===== src/rtl/uart_pkg.sv =====
// -----------------------------------------------------------------------------
// uart_pkg
// Shared definitions for the UART transmit path.
//   state_t   : one-hot serialiser states (IDLE..DONE)
//   PAR_ODD   : parity code selecting an odd parity bit
//   PAR_EVEN  : parity code selecting an even parity bit
//   parity_of : maps a parity code and the XOR of the data to the parity bit
// -----------------------------------------------------------------------------
package uart_pkg;

    typedef enum logic [5:0] {
        IDLE   = 6'b000001,
        START  = 6'b000010,
        DATA   = 6'b000100,
        PARITY = 6'b001000,
        STOP   = 6'b010000,
        DONE   = 6'b100000
    } state_t;

    localparam logic [1:0] PAR_ODD  = 2'd1;
    localparam logic [1:0] PAR_EVEN = 2'd2;

    // Odd parity makes the total count of ones odd, so it is the inverse of
    // the plain XOR of the data; even parity is the XOR itself.
    function automatic logic parity_of(input logic [1:0] mode, input logic data_xor);
        return (mode == PAR_EVEN) ? data_xor : ~data_xor;
    endfunction

endpackage


===== src/rtl/uart_tick_gen.sv =====
// -----------------------------------------------------------------------------
// uart_tick_gen
// Oversampling timebase. A free-running counter runs 0..DIV-1 with
// DIV = floor(clk_freq / (BAUD * oversampling_rate)); tick is high for exactly
// one clock on the edge after the counter reaches DIV-1.
// Ports:
//   clk   in   system clock, rising edge
//   rst   in   asynchronous, active-high reset
//   tick  out  one-clock pulse every DIV clocks
// -----------------------------------------------------------------------------
module uart_tick_gen #(
    parameter int BAUD              = 9600,
    parameter int clk_freq          = 50_000_000,
    parameter int oversampling_rate = 16
) (
    input  logic clk,
    input  logic rst,
    output logic tick
);

    localparam int DIV   = clk_freq / (BAUD * oversampling_rate);
    localparam int CNT_W = (DIV > 1) ? $clog2(DIV) : 1;

    if (DIV < 1) begin : g_bad_div
        $error("uart_tick_gen: clk_freq too low for BAUD * oversampling_rate");
    end

    logic [CNT_W-1:0] count;

    // NOTE: state registers use non-blocking assignments so every flop samples
    // the pre-edge value of its neighbours, independent of statement order.
    always_ff @(posedge clk or posedge rst) begin
        if (rst) begin
            count <= '0;
            tick  <= 1'b0;
        end else if (count == CNT_W'(DIV - 1)) begin
            count <= '0;
            tick  <= 1'b1;
        end else begin
            count <= count + CNT_W'(1);
            tick  <= 1'b0;
        end
    end

endmodule


===== src/rtl/uart_tx_top.sv =====
// -----------------------------------------------------------------------------
// uart_tx_top
// UART transmitter: oversampling tick generator plus a one-hot serialiser.
// Frame = start(0), data_wd bits LSB first, optional parity bit, stop(1).
// Configuration macro:
//   UART_TX_TWO_STOP_EN  defined   -> stop bit lasts 2 bit periods
//                        undefined -> 1 stop bit (default)
// Ports:
//   clk       in   system clock, rising edge
//   rst       in   asynchronous, active-high reset
//   tx_start  in   request to send din; only looked at in IDLE
//   din       in   parallel data, captured on the accepting edge
//   tick      out  oversampling tick, shared timebase for a receiver
//   tx        out  serial line, idles high
//   tx_done   out  one-clock pulse once the stop bit has completed
//   tx_busy   out  high while a frame is on the line
// -----------------------------------------------------------------------------
module uart_tx_top
    import uart_pkg::*;
#(
    parameter int         BAUD              = 9600,
    parameter int         clk_freq          = 50_000_000,
    parameter int         clk_period        = 20,
    parameter int         oversampling_rate = 16,
    parameter int         data_wd           = 8,
    parameter logic [1:0] parity            = 2'd1
) (
    input  logic               clk,
    input  logic               rst,
    input  logic               tx_start,
    input  logic [data_wd-1:0] din,
    output logic               tick,
    output logic               tx,
    output logic               tx_done,
    output logic               tx_busy
);

    // clk_period is documentation of the intended clock; nothing depends on it.
    if (clk_period < 1) begin : g_bad_period
        $error("uart_tx_top: clk_period must be positive");
    end

`ifdef UART_TX_TWO_STOP_EN
    localparam int STOP_TICKS = 2 * oversampling_rate;
`else
    localparam int STOP_TICKS = oversampling_rate;
`endif

    localparam int  TC_W       = $clog2(2 * oversampling_rate);
    localparam int  BI_W       = (data_wd > 1) ? $clog2(data_wd) : 1;
    localparam bit  HAS_PARITY = (parity == PAR_ODD) || (parity == PAR_EVEN);

    state_t             c_state, state_next;
    logic [TC_W-1:0]    tick_count, tick_count_next;
    logic [BI_W-1:0]    bit_index, bit_index_next;
    logic [data_wd-1:0] data_reg, data_next;
    logic               parity_res, parity_next;
    logic               tx_next, tx_done_next, tx_busy_next;
    logic               bit_end, stop_end;

    uart_tick_gen #(
        .BAUD              (BAUD),
        .clk_freq          (clk_freq),
        .oversampling_rate (oversampling_rate)
    ) u_tick_gen (
        .clk  (clk),
        .rst  (rst),
        .tick (tick)
    );

    // The edge consuming the last tick of a bit period advances the FSM.
    assign bit_end  = tick && (tick_count == TC_W'(oversampling_rate - 1));
    assign stop_end = tick && (tick_count == TC_W'(STOP_TICKS - 1));

    // NOTE: every signal written here gets a default first, so no path can
    // leave one unassigned and infer a latch.
    always_comb begin
        state_next      = c_state;
        tick_count_next = tick_count;
        bit_index_next  = bit_index;
        data_next       = data_reg;
        parity_next     = parity_res;

        unique case (c_state)
            IDLE: begin
                if (tx_start) begin
                    data_next       = din;
                    parity_next     = parity_of(parity, ^din);
                    tick_count_next = '0;
                    bit_index_next  = '0;
                    state_next      = START;
                end
            end
            START, DATA, PARITY: begin
                if (bit_end) begin
                    tick_count_next = '0;
                    if (c_state == START) begin
                        bit_index_next = '0;
                        state_next     = DATA;
                    end else if (c_state == PARITY) begin
                        state_next = STOP;
                    end else if (bit_index == BI_W'(data_wd - 1)) begin
                        bit_index_next = '0;
                        state_next     = HAS_PARITY ? PARITY : STOP;
                    end else begin
                        bit_index_next = bit_index + BI_W'(1);
                    end
                end else if (tick) begin
                    tick_count_next = tick_count + TC_W'(1);
                end
            end
            STOP: begin
                if (stop_end) begin
                    tick_count_next = '0;
                    state_next      = DONE;
                end else if (tick) begin
                    tick_count_next = tick_count + TC_W'(1);
                end
            end
            DONE: begin
                state_next = IDLE;
            end
            default: begin
                state_next = IDLE;
            end
        endcase

        // Outputs are decoded from the next state and registered, so tx never
        // glitches while the data mux select changes.
        tx_next      = 1'b1;
        tx_done_next = 1'b0;
        tx_busy_next = 1'b1;
        unique case (state_next)
            IDLE:    tx_busy_next = 1'b0;
            START:   tx_next      = 1'b0;
            DATA:    tx_next      = data_next[bit_index_next];
            PARITY:  tx_next      = parity_next;
            STOP:    tx_next      = 1'b1;
            DONE: begin
                tx_done_next = 1'b1;
                tx_busy_next = 1'b0;
            end
            default: tx_busy_next = 1'b0;
        endcase
    end

    // NOTE: the data register is reset along with the control state; it is a
    // single word, and a known value keeps tx deterministic after reset.
    always_ff @(posedge clk or posedge rst) begin
        if (rst) begin
            c_state    <= IDLE;
            tick_count <= '0;
            bit_index  <= '0;
            data_reg   <= '0;
            parity_res <= 1'b0;
            tx         <= 1'b1;
            tx_done    <= 1'b0;
            tx_busy    <= 1'b0;
        end else begin
            c_state    <= state_next;
            tick_count <= tick_count_next;
            bit_index  <= bit_index_next;
            data_reg   <= data_next;
            parity_res <= parity_next;
            tx         <= tx_next;
            tx_done    <= tx_done_next;
            tx_busy    <= tx_busy_next;
        end
    end

endmodule


===== config.mk =====
export PLATFORM = sky130hd
export DESIGN_NAME = uart_tx_top
export DESIGN_NICKNAME = d
export VERILOG_FILES = /design/src/rtl/uart_pkg.sv /design/src/rtl/uart_tick_gen.sv /design/src/rtl/uart_tx_top.sv
export SDC_FILE = /design/constraint.sdc
export NUM_CORES = 1
export LEC_CHECK = 0
export CAP_MARGIN = 25
export CORE_MARGIN = 5
export CORE_UTILIZATION = 58
export CTS_CLUSTER_SIZE = 24
export DETAILED_ROUTE_END_ITERATION = 8
export PLACE_DENSITY = 0.86
export SETUP_SLACK_MARGIN = 0.05
export SLEW_MARGIN = 30
export SYNTH_ARGS = -nofsm -noshare
export SYNTH_HDL_FRONTEND = slang
export SYNTH_SLANG_ARGS = --single-unit

===== constraint.sdc =====
create_clock -name clk -period 5 [get_ports clk]
set_clock_uncertainty 0.15 [all_clocks]
set_input_delay 1 -clock clk [delete_from_list [all_inputs] [get_ports clk]]
set_output_delay 1 -clock clk [all_outputs]
set_load 0.005 [all_outputs]

==> key figures, run 1 <==
Status
  – Status: completed

Setup path
  – R2R Path End: tick_count[3]$_DFFE_PP0P_
  – Reg2Reg Depth: 5
  – Startpoint types: input port
  – Worst setup startpoint: tx_start
  – Largest fanout on the critical path: 4
  – CP Capture Point: tx$_DFF_PP1_
  – Worst Setup End Kind: flip-flop
  – R2r setup slk: around 2.5 ns
  – Kind of critical path: input port to flip-flop
  – Worst R2R Start: c_state[3]$_DFF_PP0_
  – Critical Path RT: between 5 and 6 ns
  – Worst EP arrival: between 2 and 3 ns

Floorplanning
  – Core ar.: 3340 sq um
  – FP Rows: 21
  – Initial Util: 59.8%
  – Die ar.: 4710 sq um
  – Die width: roughly 69 um
  – Die H: 68.6 um
  – I/O Pins: 15

GRT
  – Initial antenna violation count: 0
  – GRT overflow: 0
  – Met1 Usage GRT: between 20% and 30%
  – Pin count of the biggest net entering global routing: 37
  – Vias in the first global route: 1558
  – Met3 usage: under 10%
  – First-pass GRT wire length: 7.19 mm
  – GRT busiest layer: met2
  – Global Route met2 Usage: 32.9%
  – Total GRT Usage: 20.9%

Yosys
  – Yosys cell types: 48
  – Synth Instances: 207
  – Syn Std Cell Area: 1990 sq um
  – Yosys reg bits: 36
  – Post-synth EDFFs: 0
  – Synthesized area per cell: 9.63 sq um
  – Top post-synthesis cells by area: dfrtp_1 (43%), nand2_1 (7.0%), xnor2_1 (4.4%)
  – Synth Flop Type: dfrtp_1
  – Post-synthesis sequential area ratio: 45.3%
  – Share of the synthesized area in the top cell type: 42.7%
  – Syn_nets: 223
  – Synth warnings: 0
  – Synth area leader: dfrtp_1
  – Share of synthesized registers carrying an async set or reset: 100%

Route
  – Pre-antenna DRT Iters: 4
  – Vias after detailed routing: 1591
  – DR WL/cell: 15.1 um
  – # DRC: 0
  – Vias per inst: 5.87
  – Routed Antenna Nets: 0
  – Number of DRC markers in iteration 0: 130
  – Total Wirelength: 4.09 mm

Run
  – Max-Cap Viols: 0

Timing
  – RSZ-0062 raised after global routing: false
  – Tmin final: 2.67 ns
  – Final period util: 53.4%
  – Final WS setup: roughly 2.3 ns
  – Setup-failing EPs final: 0
  – Worst Hold Slack: 0.332 ns
  – Max Slew Vio Count: 0
  – Hold Fails Final Rpt: 0
  – Slew HR: 51.5%
  – Worst Max-Slew Pin Slew: roughly 0.72 ns
  – Post-Route Setup TNS: 0 ns
  – FMAX: between 0.3 and 0.4 GHz

Clocking
  – CTS max path bufs: 2
  – Post-CTS Resized: 0
  – Clock-pin slew on the worst setup and hold paths: approximately 0.12 ns
  – H-tree Lvls: 2
  – Sink Count: 36
  – CTS tree: yes
  – Total CTS buffers: 5
  – Post CTS Setup Buffer Count: 0
  – Clk Latency, worst-skew pair: 0.35 ns
  – Root Driver: clkbuf_4
  – CTS Hold Bufs: 0

Place
  – DP HPWL: 2.90 mm
  – Gpl congestion: 0.987
  – Buffers on Ports: 14
  – Pre-CTS WS: 1.96 ns

Cells and area
  – Final #Nets: 240
  – Layout area overhead: 11.9%
  – Fraction of layout cells with a size suffix above 1: a little under a tenth
  – Reg area: between 900 and 1000 sq um
  – Total of fill cells in the finished design: 296
  – Multi-input logic area: 1030 sq um
  – # diodes: 0
  – Max reg flops: 9

Power and ir drop
  – Overall Power: 721 uW
  – Pwr Density: between 300 and 400 nW/um^2
  – Peak VDD IR: between 0.2 and 0.25 mV
  – Leakage: 0.000983 uW

Min path
  – Min-delay worst type: flip-flop to flip-flop
-- power breakdown --
part	internal [uW]	leakage (uW)	switching [uW]
sequential	340	0.000465	41.4
clock	69.4	0.0000326	99.1
combinational	75.3	0.000485	96.1
total	485	0.000983	237
-- cell type report --
type                    count  share of cell area (%)
inverters                   9                    1.51
clock buffers               8                    2.63
repair buffers             15                    6.61
multi-input cells         157                    46.2
well taps                  46                    2.58
flip-flops and latches     36                    40.5
-- cell usage after synthesis, drive strengths merged (2+ instances only) --
master,n
nand2,37
dfrtp,34
nor2,14
o21ai,12
nand3,11
xnor2,10
inv,9
a21oi,7
ha,5
nand4,5
nand4b,5
nor3,5
xor2,5
buf,4
o211ai,4
and4,3
nand2b,3
nor2b,3
o31ai,3
and3,2
dfstp,2
mux2i,2
nand3b,2
nor4,2
or2,2
or3,2
-- routing by layer --
metal | part of all wire, % | wire length (um)
met1 | 46 | 1860
met2 | 47 | 1940
met3 | 5.2 | 213
met4 | 1.8 | 73
met5 | 0 | 0
-- stage by stage --
step,cells,util (%),area [sq um]
2_1_floorplan,207,-,1990
3_3_place_gp,263,64.9,2170
3_5_place_dp,263,65.1,2170
4_1_cts,271,66.9,2230
5_1_grt,271,66.9,2230
6_report,271,66.9,2230
-- worst max-delay path, stage by stage --
cell and delay, ns:
clkdlybuf4s50_1 0.49, nand3b_1 0.15, o32ai_4 0.19, nor3_2 0.13, a211oi_4 0.28, mux2_4 0.33
o211ai_2 0.13, a31oi_1 0.10
-- logic make-up (layout without fill, tap and decap cells) --
| group | count (synthesis) | in the layout | share of synthesized area (%) |
|---|---|---|---|
| adder cells (fa/ha/maj) | 5 | 5 | 3.14 |
| multiplexers | 3 | 3 | 1.76 |
| AND/OR/NAND/NOR | 98 | 98 | 26.6 |
| flip-flops | 36 | 36 | 45.3 |
| buffers and inverters | 14 | 32 | 3.32 |
| AO/OA/AOI/OAI | 36 | 36 | 13.3 |
| XOR/XNOR | 15 | 15 | 6.59 |
-- worst min path at each step --
| stage | start | end | slack [ns] | cells after the start |
|---|---|---|---|---|
| global route | u_tick_gen.count[5]$_DFF_PP0_ | u_tick_gen.count[5]$_DFF_PP0_ | 0.36 | 1 |
| global placement | data_reg[6]$_DFF_PP0_ | data_reg[6]$_DFF_PP0_ | 0.31 | 2 |
| detailed placement | data_reg[6]$_DFF_PP0_ | data_reg[6]$_DFF_PP0_ | 0.31 | 2 |
| floorplan | data_reg[6]$_DFF_PP0_ | data_reg[6]$_DFF_PP0_ | 0.29 | 2 |
| CTS | data_reg[6]$_DFF_PP0_ | data_reg[6]$_DFF_PP0_ | 0.34 | 2 |
| finish | data_reg[6]$_DFF_PP0_ | data_reg[6]$_DFF_PP0_ | 0.33 | 2 |
-- layout by cell type, fill, tap and decap left out, drive strengths merged, types with 5 or more instances in the layout --
cell type	n
nand2	37
dfrtp	34
nor2	14
clkdlybuf4s50	14
o21ai	12
nand3	11
xnor2	10
inv	9
clkbuf	8
a21oi	7
nand4b	5
xor2	5
nand4	5
ha	5
nor3	5
(Power assumes the default switching activity.)
==> run 2, diff against run 1 <==
==> constraint.sdc (replaced) <==
create_clock -name clk -period 2.7 [get_ports clk]
set_clock_uncertainty 0.15 [all_clocks]
set_input_delay 0.54 -clock clk [delete_from_list [all_inputs] [get_ports clk]]
set_output_delay 0.54 -clock clk [all_outputs]
set_load 0.005 [all_outputs]
==> run 2 against run 1 <==
  * Setup slack lost 2.0 ns
  * Count of clock-buffer cells in the layout shrank 1
  * Die area is the same
  * First-iteration DRC count grew 41%
  * Critical path depth shrank 1
==> key figures, run 2 (synthesis gave the netlist of run 1 again) <==
Floorplanning
  – Die width: between 60 and 70 um
  – Die ar.: ~4700 sq um
  – Initial Util: 59.8%
  – I/O Pins: 15
  – FP Rows: 21
  – Die H: 68.6 um
  – Core ar.: 3340 sq um

Cells and area
  – Layout area overhead: 12.9%
  – Commonest non-fill, non-tap cell in the layout: nand2_1
  – Commonest non-fill, non-tap cells in the layout: nand2_1 (37), dfrtp_1 (34), nor2_1 (14), clkdlybuf4s50_1 (14), o21ai_0 (12)
  – Max reg flops: 9
  – # diodes: 0
  – Final #Nets: 243
  – Fraction of layout cells with a size suffix above 1: 10.5%
  – Non-filler cells, final: 274
  – Fin util: 67.5%

Timing
  – Final WS setup: 0.350 ns
  – Slew HR: 64.9%
  – RSZ-0062 raised after global routing: false
  – Hold Fails Final Rpt: 0
  – Setup-failing EPs final: 0
  – Max Slew Vio Count: 0
  – FMAX: 0.426 GHz
  – Tmin final: 2.35 ns
  – Post-Route Setup TNS: 0 ns
  – Worst Max-Slew Pin Slew: 0.522 ns
  – Final period util: a little under 90%

Clocking
  – Sink Count: 36
  – CTS max path bufs: 2
  – Root Driver: clkbuf_4
  – CTS tree: yes
  – Clk Latency, worst-skew pair: 0.35 ns
  – CTS Hold Bufs: 0
  – Post-CTS Resized: 0
  – H-tree Lvls: 2
  – Clock-pin slew on the worst setup and hold paths: between 0.1 and 0.15 ns
  – Post CTS Setup Buffer Count: 0
  – Total CTS buffers: 5

Min path
  – Worst Hold Launch: data_reg[5]$_DFF_PP0_
  – Min-delay worst type: flip-flop to flip-flop
  – Hold endpoint: data_reg[5]$_DFF_PP0_
  – Hold path cells: 2

Setup path
  – Worst R2R Start: c_state[2]$_DFF_PP0_
  – CP max stage cell: dfrtp_1
  – Crit-path cells: nand4b_1 > o32ai_4 > nor3_2 > a211oi_4 > mux2_4 > o211ai_2 > a31oi_1
  – Largest fanout on the critical path: 14
  – R2r setup slk: 0.35 ns
  – Kind of critical path: flip-flop to flip-flop
  – Critical Path RT: 2.82 ns
  – Worst Setup End Kind: flip-flop
  – Largest delay share family, worst path: compound AO/OA/AOI/OAI gates
  – Worst EP arrival: ~2.5 ns
  – CP peak stage delay: 0.56 ns
  – Startpoint types: flip-flop
  – WP buf/inv: 0
  – R2R Path End: tx$_DFF_PP1_
  – Reg2Reg Depth: 7

Route
  – Vias after detailed routing: 1545
  – # DRC: 0
  – Total Wirelength: about 4.0 mm
  – Number of DRC markers in iteration 0: 183
  – Pre-antenna DRT Iters: 5
  – Routed Antenna Nets: 0
  – Vias per inst: 5.64
  – DR WL/cell: 14.6 um

GRT
  – Total GRT Usage: 20.0%
  – Initial antenna violation count: 0
  – First-pass GRT wire length: 6.98 mm
  – Pin count of the biggest net entering global routing: 37
  – GRT overflow: 0
  – Vias in the first global route: 1514

Place
  – Gpl congestion: ~0.97
  – Buffers on Ports: 14
  – DP HPWL: 2.84 mm
  – Placed Cells: 266
  – Pre-CTS WS: 0.117 ns

Status
  – Status: completed

Power and ir drop
  – Peak VDD IR: 0.535 mV
  – Pwr Density: 595 nW/um^2
  – Leakage: 0.000996 uW

Run
  – Max-Cap Viols: 0
-- run 2: per-stage QoR --
stage	cell area [sq um]	total power, uW	hold slack (ns)
2_1_floorplan	1990	925	0.289
3_3_place_gp	2190	1020	0.307
3_5_place_dp	2190	1030	0.308
4_1_cts	2250	1350	0.339
5_1_grt	2250	1420	0.351
6_report	2250	1340	0.337
-- run 2: how the worst max path moves through the flow --
| stage | from | slack (ns) | depth (start not counted) | to |
|---|---|---|---|---|
| after detailed placement | tx_start | 0.12 | 8 | tx$_DFF_PP1_ |
| final | c_state[2]$_DFF_PP0_ | 0.35 | 7 | tx$_DFF_PP1_ |
| after CTS | c_state[2]$_DFF_PP0_ | 0.35 | 7 | tx$_DFF_PP1_ |
| after floorplan | tick_count[0]$_DFFE_PP0P_ | 0.57 | 8 | tx$_DFF_PP1_ |
| after global placement | tx_start | 0.15 | 8 | tx$_DFF_PP1_ |
| after global routing | tick_count[0]$_DFFE_PP0P_ | 0.10 | 8 | tx$_DFF_PP1_ |
-- run 2: worst min-delay path: cells and delay by family (launching register included) --
| kind | cells | cell delay (ns) |
|---|---|---|
| AND/OR/NAND/NOR | 2 | 0.11 |
| flip-flops | 1 | 0.36 |
-- run 2: report_power, final --
part / switching [uW] / total, uW / internal [uW]
registers: 76.2 / 706 / 630
clock network: 185 / 313 / 127
logic: 178 / 321 / 143
total: 439 / 1340 / 900
-- run 2: final cells by class --
type / count / area [sq um]
Fill cell: 277 / 1080
Tap cell: 46 / 57.6
Multi-Input combinational cell: 157 / 1020
Clock buffer: 7 / 55.1
Inverter: 9 / 33.8
Sequential cell: 36 / 903
Clock inverter: 1 / 7.51
Timing Repair Buffer: 18 / 170
-- run 2: per-layer routing --
metal / share of wire (%) / GRT usage [%] / vias up
met5: 0 / 0 / -
met3: 5.0 / 5.19 / 6
met2: 48 / 30.9 / 47
li1: - / - / 777
met4: 1.3 / 7.69 / 0
met1: 46 / 26.7 / 715
==> run 3, diff against run 2 <==
--- a/config.mk
+++ b/config.mk
@@ -5,6 +5,7 @@
 export SDC_FILE = /design/constraint.sdc
 export NUM_CORES = 1
 export LEC_CHECK = 0
+export ABC_AREA = 0
 export CAP_MARGIN = 25
 export CORE_MARGIN = 5
 export CORE_UTILIZATION = 58
==> results of run 3 <==
The final DEF is identical to that of run 2; final timing and power are the same.
==> RTL change 1, RTL diff (config.mk and constraints of run 2) <==
The output `tx_busy` loses its register stage (`tx_busy` becomes a continuous assignment).
--- a/src/rtl/uart_tx_top.sv
+++ b/src/rtl/uart_tx_top.sv
@@ -157,3 +157,2 @@
             tx_done    <= 1'b0;
-            tx_busy    <= 1'b0;
         end else begin
@@ -166,3 +165,2 @@
             tx_done    <= tx_done_next;
-            tx_busy    <= tx_busy_next;
         end
@@ -170,2 +168,4 @@
 
+    assign tx_busy = tx_busy_next;
+
 endmodule
Formal check against the unedited RTL: not equivalent (Yosys sat finds a counterexample within 4 cycles, from zero or initial values and one cycle with rst high).
==> RTL change 1 against run 2 <==
- the flow now finishes with violations (negative setup slack)
- non-clock buffer count increased by 47
- setup slack got worse by 470 ps
- area after synthesis down 1.3%
- cell area up 18%
- highest routed layer unchanged
- total power rose by 1.7%
- wire length is 21% higher
- utilization up 13 points
- critical path type is now register to output pin
- sequential power down 6.4%
- clock power shrank 13%
- sequential cell count is 1 lower
- critical path depth rose by 1
- count of clock-buffer cells in the layout grew 1
==> RTL change 1: results (changes against run 2) <==
| Metric | Value |
|---|---|
| Outcome | `finished with violations (was completed)` |
| Failing checks | `negative setup slack` |
| M3 GR Usage | `5.91% (was 5.19%)` |
| Worst-path maximum fanout | `3 (was 14)` |
| FF-to-FF setup slack | `200 ps (was 350 ps)` |
| Initial DRC count | `182 (was 183)` |
| Total Wirelength | `4840 um (was 4000 um)` |
| Register area share after synthesis | `44.6% (was 45.3%)` |
| DR vias/cell | `5.70 (was 5.64)` |
| Fraction of layout cells with a size suffix above 1 | `31.4% (was 10.5%)` |
| Routing usage on met1 | `28.4% (was 26.7%)` |
| Area contributors post-synth | `dfrtp_1 (42%), nand2_1 (7.1%), xnor2_1 (4.4%) (was dfrtp_1 (43%), nand2_1 (7.0%), xnor2_1 (4.4%))` |
| Total track usage | `23.8% (was 20.0%)` |
| First-pass GRT wire length | `8110 um (was 6980 um)` |
| Pleak | `1.23 nW (was 0.996 nW)` |
| Commonest cells in the netlist | `nand2_1 (37), dfrtp_1 (33), nor2_1 (14) (was nand2_1 (37), dfrtp_1 (34), nor2_1 (14))` |
| Layout Nets | `289 (was 243)` |
| Syn nets | `222 (was 223)` |
| Peak supply drop | `0.409 mV (was 0.535 mV)` |
| Pre-CTS setup slack | `-298 ps (was 117 ps)` |
| GP Congestion | `0.896 (was 0.968)` |
| Relative slew slack | `68.8% (was 64.9%)` |
| Reg clk slew, reported paths | `90 ps (was 120 ps)` |
| Worst setup margin | `-125 ps (was 350 ps)` |
| Met2 Usage GRT | `40.6% (was 30.9%)` |
| Setup-failing EPs final | `1 (was 0)` |
| WP data arrival | `2140 ps (was 2470 ps)` |
| 1st-pass router iterations | `4 (was 5)` |
| Pin count of the biggest net entering global routing | `36 (was 37)` |
-- RTL change 1: cell count changes after synthesis, sizes merged --
cell   change
dfrtp      -1
-- RTL change 1: cells by family (layout without fill, tap and decap cells) --
family / count (synthesis) / count (layout) / share of synthesized area, %
AOI/OAI and AO/OA: 36 / 36 / 13.5
buffers and inverters: 14 / 82 / 3.37
and+or+nand+nor: 98 / 98 / 26.9
xor gates and xnor gates: 15 / 15 / 6.67
muxes: 3 / 3 / 1.78
adders and majority gates: 5 / 5 / 3.18
DFF: 35 / 35 / 44.6
-- RTL change 1: timing repair --
action                                  in CTS  in global routing
pin swaps                                    7                  9
gates resized for setup                     20                  7
setup buffers                                4                  6
endpoints found under the setup margin       1                  1
-- RTL change 1: path summary, 6_finish.rpt --
check / start / end / cells past startpoint
max: tick_count[0]$_DFFE_PP0P_ / tx_busy / 8
min: u_tick_gen.count[5]$_DFF_PP0_ / u_tick_gen.count[5]$_DFF_PP0_ / 1
max reg2reg: tick_count[0]$_DFFE_PP0P_ / tx$_DFF_PP1_ / 10
min reg2reg: u_tick_gen.count[5]$_DFF_PP0_ / u_tick_gen.count[5]$_DFF_PP0_ / 1
max in group asynchronous: rst / tx$_DFF_PP1_ / 3
min in group asynchronous: rst / u_tick_gen.count[4]$_DFF_PP0_ / 3
-- RTL change 1: metal layers --
metal,share of wire (%),wire (um)
met3,5.6,272
met2,50,2440
met5,0,0
met4,2.7,131
met1,41,2000
-- RTL change 1: power by group --
part | leakage, nW | internal (mW) | switching (mW) | total [mW]
clock | 0.0265 | 0.104 | 0.167 | 0.271
combinational | 0.754 | 0.199 | 0.232 | 0.431
sequential | 0.452 | 0.610 | 0.0503 | 0.661
total | 1.23 | 0.913 | 0.449 | 1.36
-- RTL change 1: stage by stage --
stage	area (sq um)	util (%)	instances	setup TNS, ps
final	2660	80.3	320	-125
after global placement	2450	74.0	303	-283
after detailed placement	2450	74.0	303	-311
after floorplan	1970	-	206	0
after global routing	2660	80.3	320	-268
after CTS	2590	78.3	315	-116
-- RTL change 1: critical path, stage by stage, from the launching register on --
cell     delay (ps)
dfrtp_1         370
ha_2            220
nand3_4          90
buf_6           130
or2_4           250
or3_1           340
a21oi_2         170
or4_1           130
buf_2           100
-- RTL change 1: layout make-up --
type | count | area, sq um | share of cell area [%]
clock buffer | 8 | 48.8 | 1.84
inverter | 9 | 33.8 | 1.27
multi-input combinational | 157 | 1110 | 41.8
sequential | 35 | 878 | 33.1
tap | 46 | 57.6 | 2.17
timing repair buffer | 65 | 529 | 19.9
==> RTL change 2, RTL diff (flow settings as in run 2) <==
Without the edit above. Add a define of `UART_TX_TWO_STOP_EN`.
--- a/src/rtl/uart_tx_top.sv
+++ b/src/rtl/uart_tx_top.sv
@@ -17,2 +17,4 @@
 // -----------------------------------------------------------------------------
+`define UART_TX_TWO_STOP_EN
+
 module uart_tx_top
Function: no difference found for any inputs over 10 cycles, from zero or initial values and one cycle with rst high; that may be too few to reach the edited logic, so the function may still have changed.
==> RTL change 2 against run 2 <==
- the run now ends with negative setup slack left
- utilization rose by 9.2 points
- area after synthesis decreased by 3.3%
- setup slack worse by 750 ps
- final cell count increased by 4.7%
- wire length is 27% higher
- sequential cell count did not move
- maximum frequency decreased by 24%
- cell area rose by 12%
- worst hold slack improved by 27 ps
- first-iteration DRC count increased by 18%
- critical endpoint unchanged
Power is not compared: it rests on default switching activity, and its combinational part moved more than twofold at a synthesized area within 25%.
==> RTL change 2: results (changes against run 2) <==
| Metric | Value |
|---|---|
| Clk tree area frac | `2.14% (was 2.78%)` |
| Failing checks | `negative setup slack` |
| Fillcell total | `212 (was 277)` |
| Inverters | `12 (was 9)` |
| Buffers, non-clock | `51 (was 18)` |
| Number of sequential cells | `36 (unchanged)` |
| Clock buffer cells | `7 (unchanged)` |
| Post-Syn Area per Cell | `10.3 sq um (was 9.63 sq um)` |
| Area of the multi-input gates | `1040 sq um (was 1020 sq um)` |
| GP Congestion | `0.918 (was 0.968)` |
| 1st-pass router iterations | `4 (was 5)` |
| Register area share after synthesis | `46.8% (was 45.3%)` |
| Commonest cells in the netlist | `dfrtp_1 (34), nor2_1 (20), nand2_1 (13) (was nand2_1 (37), dfrtp_1 (34), nor2_1 (14))` |
| Worst-path maximum fanout | `5 (was 14)` |
| Max FFs per register | `9 (unchanged)` |
| Syn nets | `205 (was 223)` |
| Cell variety after synth | `43 (was 48)` |
| Multi-In Gates | `134 (was 157)` |
| Worst Hold Class | `register to register (unchanged)` |
| Area contributors post-synth | `dfrtp_1 (44%), mux2_2 (4.7%), ha_1 (4.5%) (was dfrtp_1 (43%), nand2_1 (7.0%), xnor2_1 (4.4%))` |
| Top-area cell type share of the netlist area | `44.1% (was 42.7%)` |
| Ys Warns | `0 (unchanged)` |
| Number of global-route vias before repair | `1702 (was 1514)` |
| Relative slew slack | `57.8% (was 64.9%)` |
| Pin count of the biggest net entering global routing | `37 (unchanged)` |
| Slowest CP cell | `or4_1 (was dfrtp_1)` |
| Total track usage | `22.2% (was 20.0%)` |
| Outcome | `finished with violations (was completed)` |
| Dominant delay contributor by cell family on the critical path | `simple AND/OR/NAND/NOR gates (was compound AO/OA/AOI/OAI gates)` |
| Wire per inst | `17.7 um (was 14.6 um)` |
| Setup-failing EPs final | `1 (was 0)` |
| CTS Buf Count | `5 (unchanged)` |
| Buffer share of cell area | `16.7% (was 7.56%)` |
| Worst-skew pair later-pin latency | `350 ps (about the same)` |
| Util after Layout | `76.7% (was 67.5%)` |
| Worst setup margin | `-399 ps (was 350 ps)` |
| Pre-CTS setup slack | `-637 ps (was 117 ps)` |
| Fraction of layout cells with a size suffix above 1 | `28.6% (was 10.5%)` |
| First-pass GRT wire length | `7400 um (was 6980 um)` |
| DR vias/cell | `5.94 (was 5.64)` |
| Initial DRC count | `216 (was 183)` |
| Layout Nets | `258 (was 243)` |
| Final setup TNS | `-399 ps (was 0 ps)` |
| H-tree levels | `2 (unchanged)` |
| Core Area | `3280 sq um (was 3340 sq um)` |
| DP HPWL | `3390 um (was 2840 um)` |
| WP data arrival | `3250 ps (was 2470 ps)` |
| Post-DRT Antenna Nets | `0 (unchanged)` |
| Largest stage delay, worst path | `520 ps (was 560 ps)` |
| Placed Area | `2370 sq um (was 2190 sq um)` |
| Inst Count DP | `274 (was 266)` |
| Total Wirelength | `5080 um (was 4000 um)` |
| CTS max path bufs | `2 (unchanged)` |
RTL change 2: changes by cell type after synthesis, sizes merged, moves of 4 or more:
cell	delta
nand2	-24
nor2	+6
a211oi	+4
o21ai	-8
mux2	+8
nand4b	-5
RTL change 2: final timing paths:
path / depth (start not counted) / endpoint / slack, ps / from
min: 1 / data_reg[1]$_DFF_PP0_ / 360 / data_reg[1]$_DFF_PP0_
min reg2reg: 1 / data_reg[1]$_DFF_PP0_ / 360 / data_reg[1]$_DFF_PP0_
max in group asynchronous: 3 / c_state[0]$_DFF_PP1_ / 1620 / rst
max: 10 / tx$_DFF_PP1_ / -400 / c_state[3]$_DFF_PP0_
max reg2reg: 10 / tx$_DFF_PP1_ / -400 / c_state[3]$_DFF_PP0_
min in group asynchronous: 3 / parity_res$_DFF_PP0_ / 430 / rst
RTL change 2: logic make-up after synthesis:
kind of cell / Yosys count / synth area share [%]
and+or+nand+nor: 69 / 19.3
DFF: 36 / 46.8
AOI/OAI and AO/OA: 31 / 11.9
xor gates and xnor gates: 17 / 7.72
buffers and inverters: 17 / 3.76
muxes: 10 / 5.97
adders and majority gates: 7 / 4.54
RTL change 2: routing by layer:
metal	vias to the layer above	routed length [um]	global-route usage (%)	share of wire [%]
li1	772	-	-	-
met1	821	1950	23.8	38
met2	85	2640	39.4	52
met3	26	278	5.66	5.5
met4	0	208	12.2	4.1
met5	-	0	0	0
RTL change 2: where the power goes:
part / switching, mW / leakage (nW) / internal (mW)
Sequential: 0 / 0.471 / 0.539
Combinational: 0.0258 / 0.722 / 0.0252
Clock: 0.182 / 0.0295 / 0.105
Total: 0.208 / 1.22 / 0.669
RTL change 2: what timing repair did:
item / CTS / global route
buffers inserted: 0 / 5
endpoints found under the setup margin: 1 / 1
gates resized for setup: 4 / 5
hold buffers: 0 / 0
pin swaps: 1 / 7
